**src/rtl/aes_pkg.sv**
```systemverilog
// Shared AES-128 constants, FSM state type and GF(2^8) helpers
// used by the iterative encryption core and its round datapath.
package aes_pkg;

  localparam int NR         = 10;
  localparam int BLOCK_BITS = 128;
  localparam int KEY_BITS   = 128 * (NR + 1);

  typedef enum logic [1:0] {
    IDLE,
    RUN,
    DONE
  } aes_state_e;

  localparam logic [7:0] SBOX [256] = '{
    8'h63, 8'h7c, 8'h77, 8'h7b, 8'hf2, 8'h6b, 8'h6f, 8'hc5, 8'h30, 8'h01, 8'h67, 8'h2b, 8'hfe, 8'hd7, 8'hab, 8'h76,
    8'hca, 8'h82, 8'hc9, 8'h7d, 8'hfa, 8'h59, 8'h47, 8'hf0, 8'had, 8'hd4, 8'ha2, 8'haf, 8'h9c, 8'ha4, 8'h72, 8'hc0,
    8'hb7, 8'hfd, 8'h93, 8'h26, 8'h36, 8'h3f, 8'hf7, 8'hcc, 8'h34, 8'ha5, 8'he5, 8'hf1, 8'h71, 8'hd8, 8'h31, 8'h15,
    8'h04, 8'hc7, 8'h23, 8'hc3, 8'h18, 8'h96, 8'h05, 8'h9a, 8'h07, 8'h12, 8'h80, 8'he2, 8'heb, 8'h27, 8'hb2, 8'h75,
    8'h09, 8'h83, 8'h2c, 8'h1a, 8'h1b, 8'h6e, 8'h5a, 8'ha0, 8'h52, 8'h3b, 8'hd6, 8'hb3, 8'h29, 8'he3, 8'h2f, 8'h84,
    8'h53, 8'hd1, 8'h00, 8'hed, 8'h20, 8'hfc, 8'hb1, 8'h5b, 8'h6a, 8'hcb, 8'hbe, 8'h39, 8'h4a, 8'h4c, 8'h58, 8'hcf,
    8'hd0, 8'hef, 8'haa, 8'hfb, 8'h43, 8'h4d, 8'h33, 8'h85, 8'h45, 8'hf9, 8'h02, 8'h7f, 8'h50, 8'h3c, 8'h9f, 8'ha8,
    8'h51, 8'ha3, 8'h40, 8'h8f, 8'h92, 8'h9d, 8'h38, 8'hf5, 8'hbc, 8'hb6, 8'hda, 8'h21, 8'h10, 8'hff, 8'hf3, 8'hd2,
    8'hcd, 8'h0c, 8'h13, 8'hec, 8'h5f, 8'h97, 8'h44, 8'h17, 8'hc4, 8'ha7, 8'h7e, 8'h3d, 8'h64, 8'h5d, 8'h19, 8'h73,
    8'h60, 8'h81, 8'h4f, 8'hdc, 8'h22, 8'h2a, 8'h90, 8'h88, 8'h46, 8'hee, 8'hb8, 8'h14, 8'hde, 8'h5e, 8'h0b, 8'hdb,
    8'he0, 8'h32, 8'h3a, 8'h0a, 8'h49, 8'h06, 8'h24, 8'h5c, 8'hc2, 8'hd3, 8'hac, 8'h62, 8'h91, 8'h95, 8'he4, 8'h79,
    8'he7, 8'hc8, 8'h37, 8'h6d, 8'h8d, 8'hd5, 8'h4e, 8'ha9, 8'h6c, 8'h56, 8'hf4, 8'hea, 8'h65, 8'h7a, 8'hae, 8'h08,
    8'hba, 8'h78, 8'h25, 8'h2e, 8'h1c, 8'ha6, 8'hb4, 8'hc6, 8'he8, 8'hdd, 8'h74, 8'h1f, 8'h4b, 8'hbd, 8'h8b, 8'h8a,
    8'h70, 8'h3e, 8'hb5, 8'h66, 8'h48, 8'h03, 8'hf6, 8'h0e, 8'h61, 8'h35, 8'h57, 8'hb9, 8'h86, 8'hc1, 8'h1d, 8'h9e,
    8'he1, 8'hf8, 8'h98, 8'h11, 8'h69, 8'hd9, 8'h8e, 8'h94, 8'h9b, 8'h1e, 8'h87, 8'he9, 8'hce, 8'h55, 8'h28, 8'hdf,
    8'h8c, 8'ha1, 8'h89, 8'h0d, 8'hbf, 8'he6, 8'h42, 8'h68, 8'h41, 8'h99, 8'h2d, 8'h0f, 8'hb0, 8'h54, 8'hbb, 8'h16
  };

  function automatic logic [7:0] sbox(input logic [7:0] b);
    return SBOX[b];
  endfunction

  function automatic logic [7:0] xtime(input logic [7:0] b);
    return {b[6:0], 1'b0} ^ (b[7] ? 8'h1b : 8'h00);
  endfunction

  // col[31:24] is row 0 of the column.
  function automatic logic [31:0] mix_column(input logic [31:0] col);
    logic [7:0] a0, a1, a2, a3;
    a0 = col[31:24];
    a1 = col[23:16];
    a2 = col[15:8];
    a3 = col[7:0];
    return {xtime(a0) ^ xtime(a1) ^ a1 ^ a2 ^ a3,
            a0 ^ xtime(a1) ^ xtime(a2) ^ a2 ^ a3,
            a0 ^ a1 ^ xtime(a2) ^ xtime(a3) ^ a3,
            xtime(a0) ^ a0 ^ a1 ^ a2 ^ xtime(a3)};
  endfunction

endpackage

```
**src/rtl/aes_enc_round.sv**
```systemverilog
// Combinational AES encryption round:
// SubBytes -> ShiftRows -> MixColumns (skipped on final_round) -> AddRoundKey.
module aes_enc_round
  import aes_pkg::*;
(
  input  logic [127:0] state,
  input  logic [127:0] round_key,
  input  logic         final_round,
  output logic [127:0] next_state
);

  logic [7:0]   sb [16];
  logic [7:0]   sr [16];
  logic [127:0] sr_flat;
  logic [127:0] mc_flat;

  always_comb begin
    for (int unsigned i = 0; i < 16; i++) begin
      sb[i] = sbox(state[127 - 8*i -: 8]);
    end
  end

  // Byte i sits at row i%4, column i/4; row r rotates left by r columns.
  always_comb begin
    for (int unsigned r = 0; r < 4; r++) begin
      for (int unsigned c = 0; c < 4; c++) begin
        sr[r + 4*c] = sb[r + 4*((c + r) % 4)];
      end
    end
  end

  always_comb begin
    sr_flat    = '0;
    mc_flat    = '0;
    for (int unsigned i = 0; i < 16; i++) begin
      sr_flat[127 - 8*i -: 8] = sr[i];
    end
    for (int unsigned c = 0; c < 4; c++) begin
      mc_flat[127 - 32*c -: 32] = mix_column(sr_flat[127 - 32*c -: 32]);
    end
    next_state = (final_round ? sr_flat : mc_flat) ^ round_key;
  end

endmodule

```
**src/rtl/aes_encrypt_iter.sv**
```systemverilog
// Iterative AES-128 encryption core, one round per clock with valid/ready on both sides.
// Define AES_ENC_KEY_LATCH_EN to latch expanded_key on acceptance instead of reading it live.
module aes_encrypt_iter #(
  parameter int NR       = 10,
  parameter int KEY_BITS = 128 * (NR + 1)
) (
  input  logic                clk,
  input  logic                rst,
  input  logic                in_valid,
  output logic                in_ready,
  input  logic [127:0]        plain_text,
  input  logic [0:KEY_BITS-1] expanded_key,
  output logic                out_valid,
  input  logic                out_ready,
  output logic [127:0]        cipher_text,
  output logic                busy
);
  import aes_pkg::*;

  localparam logic [3:0]  LAST_ROUND = 4'(NR);
  localparam int unsigned NR_U       = NR;

  if (NR != 10 || KEY_BITS != 128 * (NR + 1)) begin : g_nr_check
    $error("aes_encrypt_iter supports only NR=10 with KEY_BITS=1408");
  end

  aes_state_e          state;
  logic [3:0]          round;
  logic [127:0]        s_q;
  logic [0:KEY_BITS-1] key_src;
  logic [127:0]        round_key;
  logic [127:0]        round_out;
  logic                final_round;
  logic                accept;

`ifdef AES_ENC_KEY_LATCH_EN
  logic [0:KEY_BITS-1] key_q;

  always_ff @(posedge clk) begin
    if (rst) begin
      key_q <= '0;
    end else if (accept) begin
      key_q <= expanded_key;
    end
  end

  assign key_src = key_q;
`else
  assign key_src = expanded_key;
`endif

  always_comb begin
    accept      = in_valid && in_ready;
    final_round = (round == LAST_ROUND);
    round_key   = '0;
    for (int unsigned r = 0; r <= NR_U; r++) begin
      if (round == 4'(r)) begin
        round_key = key_src[128*r +: 128];
      end
    end
  end

  aes_enc_round u_round (
    .state       (s_q),
    .round_key   (round_key),
    .final_round (final_round),
    .next_state  (round_out)
  );

  // Whitening uses expanded_key directly: a latched key is only valid after this edge.
  always_ff @(posedge clk) begin
    if (rst) begin
      state       <= IDLE;
      round       <= '0;
      s_q         <= '0;
      cipher_text <= '0;
      out_valid   <= 1'b0;
      in_ready    <= 1'b0;
      busy        <= 1'b0;
    end else begin
      case (state)
        IDLE: begin
          in_ready <= 1'b1;
          if (accept) begin
            s_q      <= plain_text ^ expanded_key[0:127];
            round    <= 4'd1;
            state    <= RUN;
            in_ready <= 1'b0;
            busy     <= 1'b1;
          end
        end
        RUN: begin
          if (round == LAST_ROUND) begin
            cipher_text <= round_out;
            out_valid   <= 1'b1;
            round       <= '0;
            state       <= DONE;
          end else if (round != 4'd0 && round < LAST_ROUND) begin
            s_q   <= round_out;
            round <= round + 4'd1;
          end else begin
            round    <= '0;
            state    <= IDLE;
            in_ready <= 1'b1;
            busy     <= 1'b0;
          end
        end
        DONE: begin
          if (out_valid && out_ready) begin
            out_valid <= 1'b0;
            state     <= IDLE;
            in_ready  <= 1'b1;
            busy      <= 1'b0;
          end
        end
        default: begin
          state     <= IDLE;
          round     <= '0;
          out_valid <= 1'b0;
          in_ready  <= 1'b0;
          busy      <= 1'b0;
        end
      endcase
    end
  end

endmodule

```
**config.mk**
```make
export PLATFORM = sky130hd
export DESIGN_NAME = aes_encrypt_iter
export DESIGN_NICKNAME = d
export VERILOG_FILES = /design/src/rtl/aes_pkg.sv /design/src/rtl/aes_enc_round.sv /design/src/rtl/aes_encrypt_iter.sv
export SDC_FILE = /design/constraint.sdc
export NUM_CORES = 2
export LEC_CHECK = 0
export BUFFER_PORTS_ARGS = -buffer_cell sky130_fd_sc_hd__buf_2
export CORE_AREA = 2 2 653 655
export DETAILED_ROUTE_END_ITERATION = 16
export DIE_AREA = 0 0 655 657
export PLACE_DENSITY = 0.35
export SETUP_SLACK_MARGIN = 0.02
export SLEW_MARGIN = 5
export SYNTH_ARGS = -nofsm -noshare
export SYNTH_HDL_FRONTEND = slang
export SYNTH_SLANG_ARGS = --single-unit
```
**constraint.sdc**
```tcl
create_clock -name clk -period 5.33 [get_ports clk]
set_input_delay 0.533 -clock clk [delete_from_list [all_inputs] [get_ports clk]]
set_output_delay 0.533 -clock clk [all_outputs]
set_load 0.005 [all_outputs]
```
Word level (Yosys, flattened, before mapping)
Memories as Yosys holds them, arrays and structs flattened. Cells that the tools add are included.

Register bits: 265. Memory bits (read-only): 32768. Output and inout bits: 131. Word-level logic and storage cells: 259. Memories: 16.

Memories: (no name shown) (words 256, bits a word 8, rd ports 1, clocked after memory_dff 0, write ports 0, RTL line aes_pkg.sv:35) `return SBOX[b];`; (no name shown) (words 256, bits a word 8, rd ports 1, clocked after memory_dff 0, write ports 0, RTL line aes_pkg.sv:35); (no name shown) (words 256, bits a word 8, rd ports 1, clocked after memory_dff 0, write ports 0, RTL line aes_pkg.sv:35); (no name shown) (words 256, bits a word 8, rd ports 1, clocked after memory_dff 0, write ports 0, RTL line aes_pkg.sv:35); (no name shown) (words 256, bits a word 8, rd ports 1, clocked after memory_dff 0, write ports 0, RTL line aes_pkg.sv:35); (no name shown) (words 256, bits a word 8, rd ports 1, clocked after memory_dff 0, write ports 0, RTL line aes_pkg.sv:35); +10 memories.

$add $sub $neg: 1. $lt $le $gt $ge: 17. Eq/ne operators: 19. Muxes and demuxes: 85. Bitwise operators: 100. Reductions and logical operators: 14.

Operators with widths (count): 2-to-1 mux 128 bit (15); bitwise XOR 8 bit (79); 2-to-1 mux 8 bit (32); one-hot mux 128 bit (2 select lines) (1); bitwise XOR 128 bit (2); greater-or-equal comparator 9 bit (second input constant) (16); NOT 8 -> 9 bit (16); 2-to-1 mux 5 bit (16); == test 4 x 3 -> 1 bit (second input constant) (4); == test 4 bit (second input constant) (3); 2-to-1 mux 4 bit (3); one-hot mux 4 bit (3 select lines) (1); inequality test 2 bit (second input constant) (5); 2-to-1 mux 1 bit (9); one-hot mux 1 bit (3 select lines) (3); AND reduction 3 bit (3); == test 4 x 2 -> 1 bit (second input constant) (2); 2-to-1 mux 2 bit (4); AND reduction 4 bit (2); bitwise XOR 8 x 5 -> 8 bit (1); one-hot mux 2 bit (3 select lines) (1); adder 4 x 1 -> 4 bit (second input constant) (1); == test 4 x 1 -> 1 bit (second input constant) (1); zero test 4 bit (1); other kinds (11) (15).

Logic depth before layout (Yosys ltp)
Word-level depth: 16. Mapped depth: 18. Gate-level depth less buffers: 13.

By module
A second synthesis with hierarchy kept.

Cells, all modules: 12727. Area, all modules: 85248.0 µm².

Modules (own cells, without submodules): aes_enc_round (instances 1, cells an instance 9391, area each 62515.0 µm²); aes_encrypt_iter (instances 1, cells an instance 3336, area each 22733.1 µm²).

Least setup slack after synthesis
No wires, ideal clock.

Path type: flip-flop to flip-flop. From: register s_q[1]. To: register s_q[97]. Library setup time: 114 ps. Arrival: 4209 ps. Data required time: 5216 ps. Slack: 1006 ps. Stages on the path, launching flop included: 17. Period minus slack after synthesis: 4324 ps. Path through: dfxtp_1 -> buf_2 -> buf_2 -> buf_2 -> inv_1 -> ha_1 -> clkbuf_1 -> nor2b_1 -> nor2_1 -> mux4_2 -> mux4_2 -> a21oi_2 -> xnor2_1 -> xnor3_1 -> xnor2_1 -> a21oi_1 -> a2111oi_0.

Word-level cells in the longest chain between the ends: 12.

Ends and longest elaborated chain: start: declaration (RTL line aes_encrypt_iter.sv:29) `logic [127:0] s_q;`; start signal: assignment (RTL line aes_encrypt_iter.sv:85) `s_q <= plain_text ^ expanded_key[0:127];`; start signal: assignment (RTL line aes_encrypt_iter.sv:99) `s_q <= round_out;`; NOT 8 -> 9 bit (not written as such) * (RTL line aes_pkg.sv:35); memory read (256 x 8 bit) *; 2-to-1 mux 8 bit (not written as such) * (2 in a row) (RTL line aes_pkg.sv:35); 2-to-1 mux 5 bit (RTL line aes_pkg.sv:39) `return {b[6:0], 1'b0} ^ (b[7] ? 8'h1b : 8'h00);`; bitwise XOR 8 bit (RTL line aes_pkg.sv:39); bitwise XOR 8 bit (RTL line aes_pkg.sv:52) `xtime(a0) ^ a0 ^ a1 ^ a2 ^ xtime(a3)};`; 2-to-1 mux 128 bit * (RTL line aes_enc_round.sv:41) `next_state = (final_round ? sr_flat : mc_flat) ^ round_key;`; bitwise XOR 128 bit * (RTL line aes_enc_round.sv:41); 2-to-1 mux 128 bit * (RTL line aes_encrypt_iter.sv:98) `end else if (round != 4'd0 && round < LAST_ROUND) begin`; 2-to-1 mux 128 bit * (RTL line aes_encrypt_iter.sv:93) `if (round == LAST_ROUND) begin`; one-hot mux 128 bit (2 select lines) * (RTL line aes_encrypt_iter.sv:81) `case (state)`.

Mark *: on every way between the ends. The rest lies on a longest branch, timed or not. The select of a mux whose other input is x is not followed. A chain may end at the register's enable or synchronous reset.

Worst setup path after layout
From: register round[0]. To: register s_q[25].

Word-level cells in the longest chain between the ends: 16. Elaborated cells on any way between the ends: 33. Classes of those cells: 1 x order compare; 12 x eq/ne; 15 x mux; 1 x bitwise; 4 x reduce/logical.

Ends and longest elaborated chain: start: declaration (RTL line aes_encrypt_iter.sv:28) `logic [3:0] round;`; start signal: assignment (RTL line aes_encrypt_iter.sv:100) `round <= round + 4'd1;`; zero test 4 bit (RTL line aes_encrypt_iter.sv:57) `if (round == 4'(r)) begin`; 2-to-1 mux 128 bit (11 in a row) (RTL line aes_encrypt_iter.sv:57); bitwise XOR 128 bit (RTL line aes_enc_round.sv:41); 2-to-1 mux 128 bit (RTL line aes_encrypt_iter.sv:98); 2-to-1 mux 128 bit (RTL line aes_encrypt_iter.sv:93); one-hot mux 128 bit (2 select lines) (RTL line aes_encrypt_iter.sv:81).

Several ways; a longest one is shown, not always the timed one. The select of a mux whose other input is x is not followed.

==> metrics <==
outcome finished with violations; failing checks max-slew violations, negative setup slack; Final Setup Violations 2; synth unique cells 141; post-layout util 25.4%; sequential fraction of the synthesis area 6.36%; CTS tree done; post-synth top area cell dfxtp_1; drt total wl 925000 um; Slew Viols, Final 1; starting density of the core 19.7%; area grow syn2layout 28.9%; crit path cell chain ha_4 -> nor3b_2 -> buf_12 -> buf_4 -> buf_4 -> nor3_1 -> a221oi_1 -> a21oi_1 -> a211oi_1 -> o21ai_0 -> o21ai_0 -> xnor2_1 -> mux2i_1 -> a311oi_1; dpl hpwl 760000 um; CP max stage cell a221oi_1; Post-Synthesis Cell Area 83400 um^2; critical path buffer and inverter count 3; htree depth 2; EDFF count, synth 0; final net count 15587; final antenna-violating net count 0; Core Area 423000 um^2; drt pass-1 iters 8; largest stage delay on the critical path 0.68 ns; Boundary Pins 1671; final design area excluding fillers 107000 um^2; pin count of the biggest net entering global routing 137; DRC violations left 0; Die Width 655 um; Max Freq 185 MHz; P per Cell Area 1170 nW/um^2; top_reg_cell synth dfxtp_1; Mapped Cells 12328; GRT Total Usage 40.8%; IO Port Bufs 1670; worst hold path type primary input to register; Syn Nets 14099; first-pass GRT wire length 1180000 um; Sink Count 265; Area contributors post-synth dfxtp_1 6.4%, a21oi_1 6.2%, o21ai_0 6.1%; unrepaired setup endpoints after global routing no; commonest cells in the netlist 1086 x nand2_1, 1036 x a21oi_1, 1017 x nor2_1; YS warnings 0; post-route setup TNS -0.156 ns; Vias 123348; Synth top area share 6.36%; Final min period 5.42 ns; pre-CTS setup slack -0.560 ns; crit path max fanout 22; Leakage Power 0.0396 uW; Crit. End Element register; Num CTS Buffers 52; total of max-cap violations 0; clk root buf clkbuf_16; Worst-path clk slew 0.09 ns; Top Family by Delay on Critical Path compound AO/OA/AOI/OAI gates; Iter 0 DRT Violations 19470; worst-skew pair later-pin latency 0.83 ns; fin crit share 102%; GRT overflow 0; Clock Skew 0.0910 ns; Setup Crit Path Kind register to register; cell row count 239; most common cell in the synthesized netlist nand2_1; final worst setup slack -0.0890 ns; share of layout cells above drive strength 1 26.4%; vias in the first global route 112270; Final Hold Fails 0; Syn Area/Cell 6.76 um^2; DP Area 103000 um^2; Die ar. 430000 um^2; share of flip-flops with an asynchronous set or reset 0%; Die Height 657 um; Slew Limit Headroom -1.63%; routed len/inst 45.1 um; clk buf depth 3; gpl congestion 1.07; Vias/cell 6.01; register bit total from synthesis 265; Startpoint Class register; initial antenna violation count 372; WHS 0.0428 ns; Worst-Margin Slew 1.52 ns; VDD IR-drop max 1.17 mV; crit path DAT 6.12 ns; critical path required time 6.03 ns
==> cell usage in the layout (no fill, tap or decap), types with 64 or more instances in the layout <==
| cell type | n |
|---|---|
| a211o_1 | 67 |
| a21oi_1 | 1033 |
| dfxtp_1 | 211 |
| buf_2 | 1669 |
| nand3_1 | 324 |
| nand2_1 | 1077 |
| or2_2 | 101 |
| nor2_1 | 1006 |
| a22oi_1 | 64 |
| a221oi_1 | 256 |
| o221ai_1 | 161 |
| diode_2 | 1000 |
| nor2b_1 | 295 |
| xnor2_1 | 464 |
| a2111oi_0 | 67 |
| o211ai_1 | 237 |
| and2_1 | 87 |
| a311oi_1 | 147 |
| buf_12 | 75 |
| nand2b_1 | 357 |
| mux4_2 | 215 |
| ha_1 | 226 |
| o22ai_1 | 141 |
| o311ai_0 | 156 |
| inv_1 | 155 |
| mux2i_1 | 87 |
| buf_4 | 1171 |
| xor2_1 | 291 |
| a221o_1 | 131 |
| o31ai_1 | 123 |
| o21ai_0 | 1000 |
| a211oi_1 | 327 |
| a31oi_1 | 233 |
| o2111ai_1 | 64 |
| nor3_1 | 436 |
==> power breakdown <==
group	switching (uW)	internal (uW)	leakage, uW	total, uW
combinational	73500	43500	0.0365	117000
sequential	2120	2480	0.00218	4590
clock	1750	2330	0.000921	4080
total	77300	48400	0.0396	126000
==> worst paths after layout <==
path | depth (start not counted) | endpoint | start | slack [ns]
setup / recovery | 14 | s_q[25] | round[0] | -0.09
hold / removal | 3 | cipher_text[119] | expanded_key[1288] | 0.04
setup reg to reg | 14 | s_q[25] | round[0] | -0.09
hold reg to reg | 2 | cipher_text[69] | cipher_text[69] | 0.45
==> flip-flops by register name, indices dropped and copies added (netlist names) <==
signal       count
cipher_text    128
s_q            128
round            4
state            2
busy             1
in_ready         1
out_valid        1
==> layer usage <==
metal,vias up,part of all wire [%],global-route usage [%]
li1,50886,-,-
met1,61888,39,50.3
met2,8687,42,58.6
met3,1765,10,11.3
met4,122,9.4,33.3
met5,-,0.084,0
==> metrics by stage <==
step	cells	total power (uW)
after floorplan	12328	64200
after global placement	19411	119000
after detailed placement	19414	117000
after CTS	19522	121000
after global routing	20408	128000
final	20523	126000
==> worst reg2reg max path: stages, from the launching register on <==
cell      delay, ns
dfxtp_1        0.51
ha_4           0.49
nor3b_2        0.46
buf_12         0.27
buf_4          0.43
buf_4          0.36
nor3_1         0.22
a221oi_1       0.69
a21oi_1        0.25
a211oi_1       0.55
o21ai_0        0.21
o21ai_0        0.17
xnor2_1        0.18
mux2i_1        0.14
a311oi_1       0.39
==> area by class of cell <==
cell class                      count  area [um^2]
Fill cell                       48748       315000
Multi-Input combinational cell  10379        71000
Timing Repair Buffer             2926        18800
Tap cell                         5663         7090
Sequential cell                   265         5440
Antenna cell                     1000         2500
Clock buffer                       71         1520
Inverter                          192          721
Clock inverter                     27          368
==> cell families after synthesis <==
group / count (synthesis) / synth area share, %
buf+inv: 1684 / 9.10
fa+ha+maj: 237 / 3.54
xor+xnor: 809 / 9.22
simple gates: 4122 / 23.9
compound gates: 4862 / 40.3
flops: 265 / 6.36
mux: 349 / 7.52
==> what timing repair did <==
item,in CTS,in global routing
setup endpoints to repair,3,7
setup buffers,0,1
hold buffers,10,0
gates cloned,0,0
resized for setup,5,4
hold endpoints to repair,10,0
Note: power is estimated with default switching activity, not from simulation.
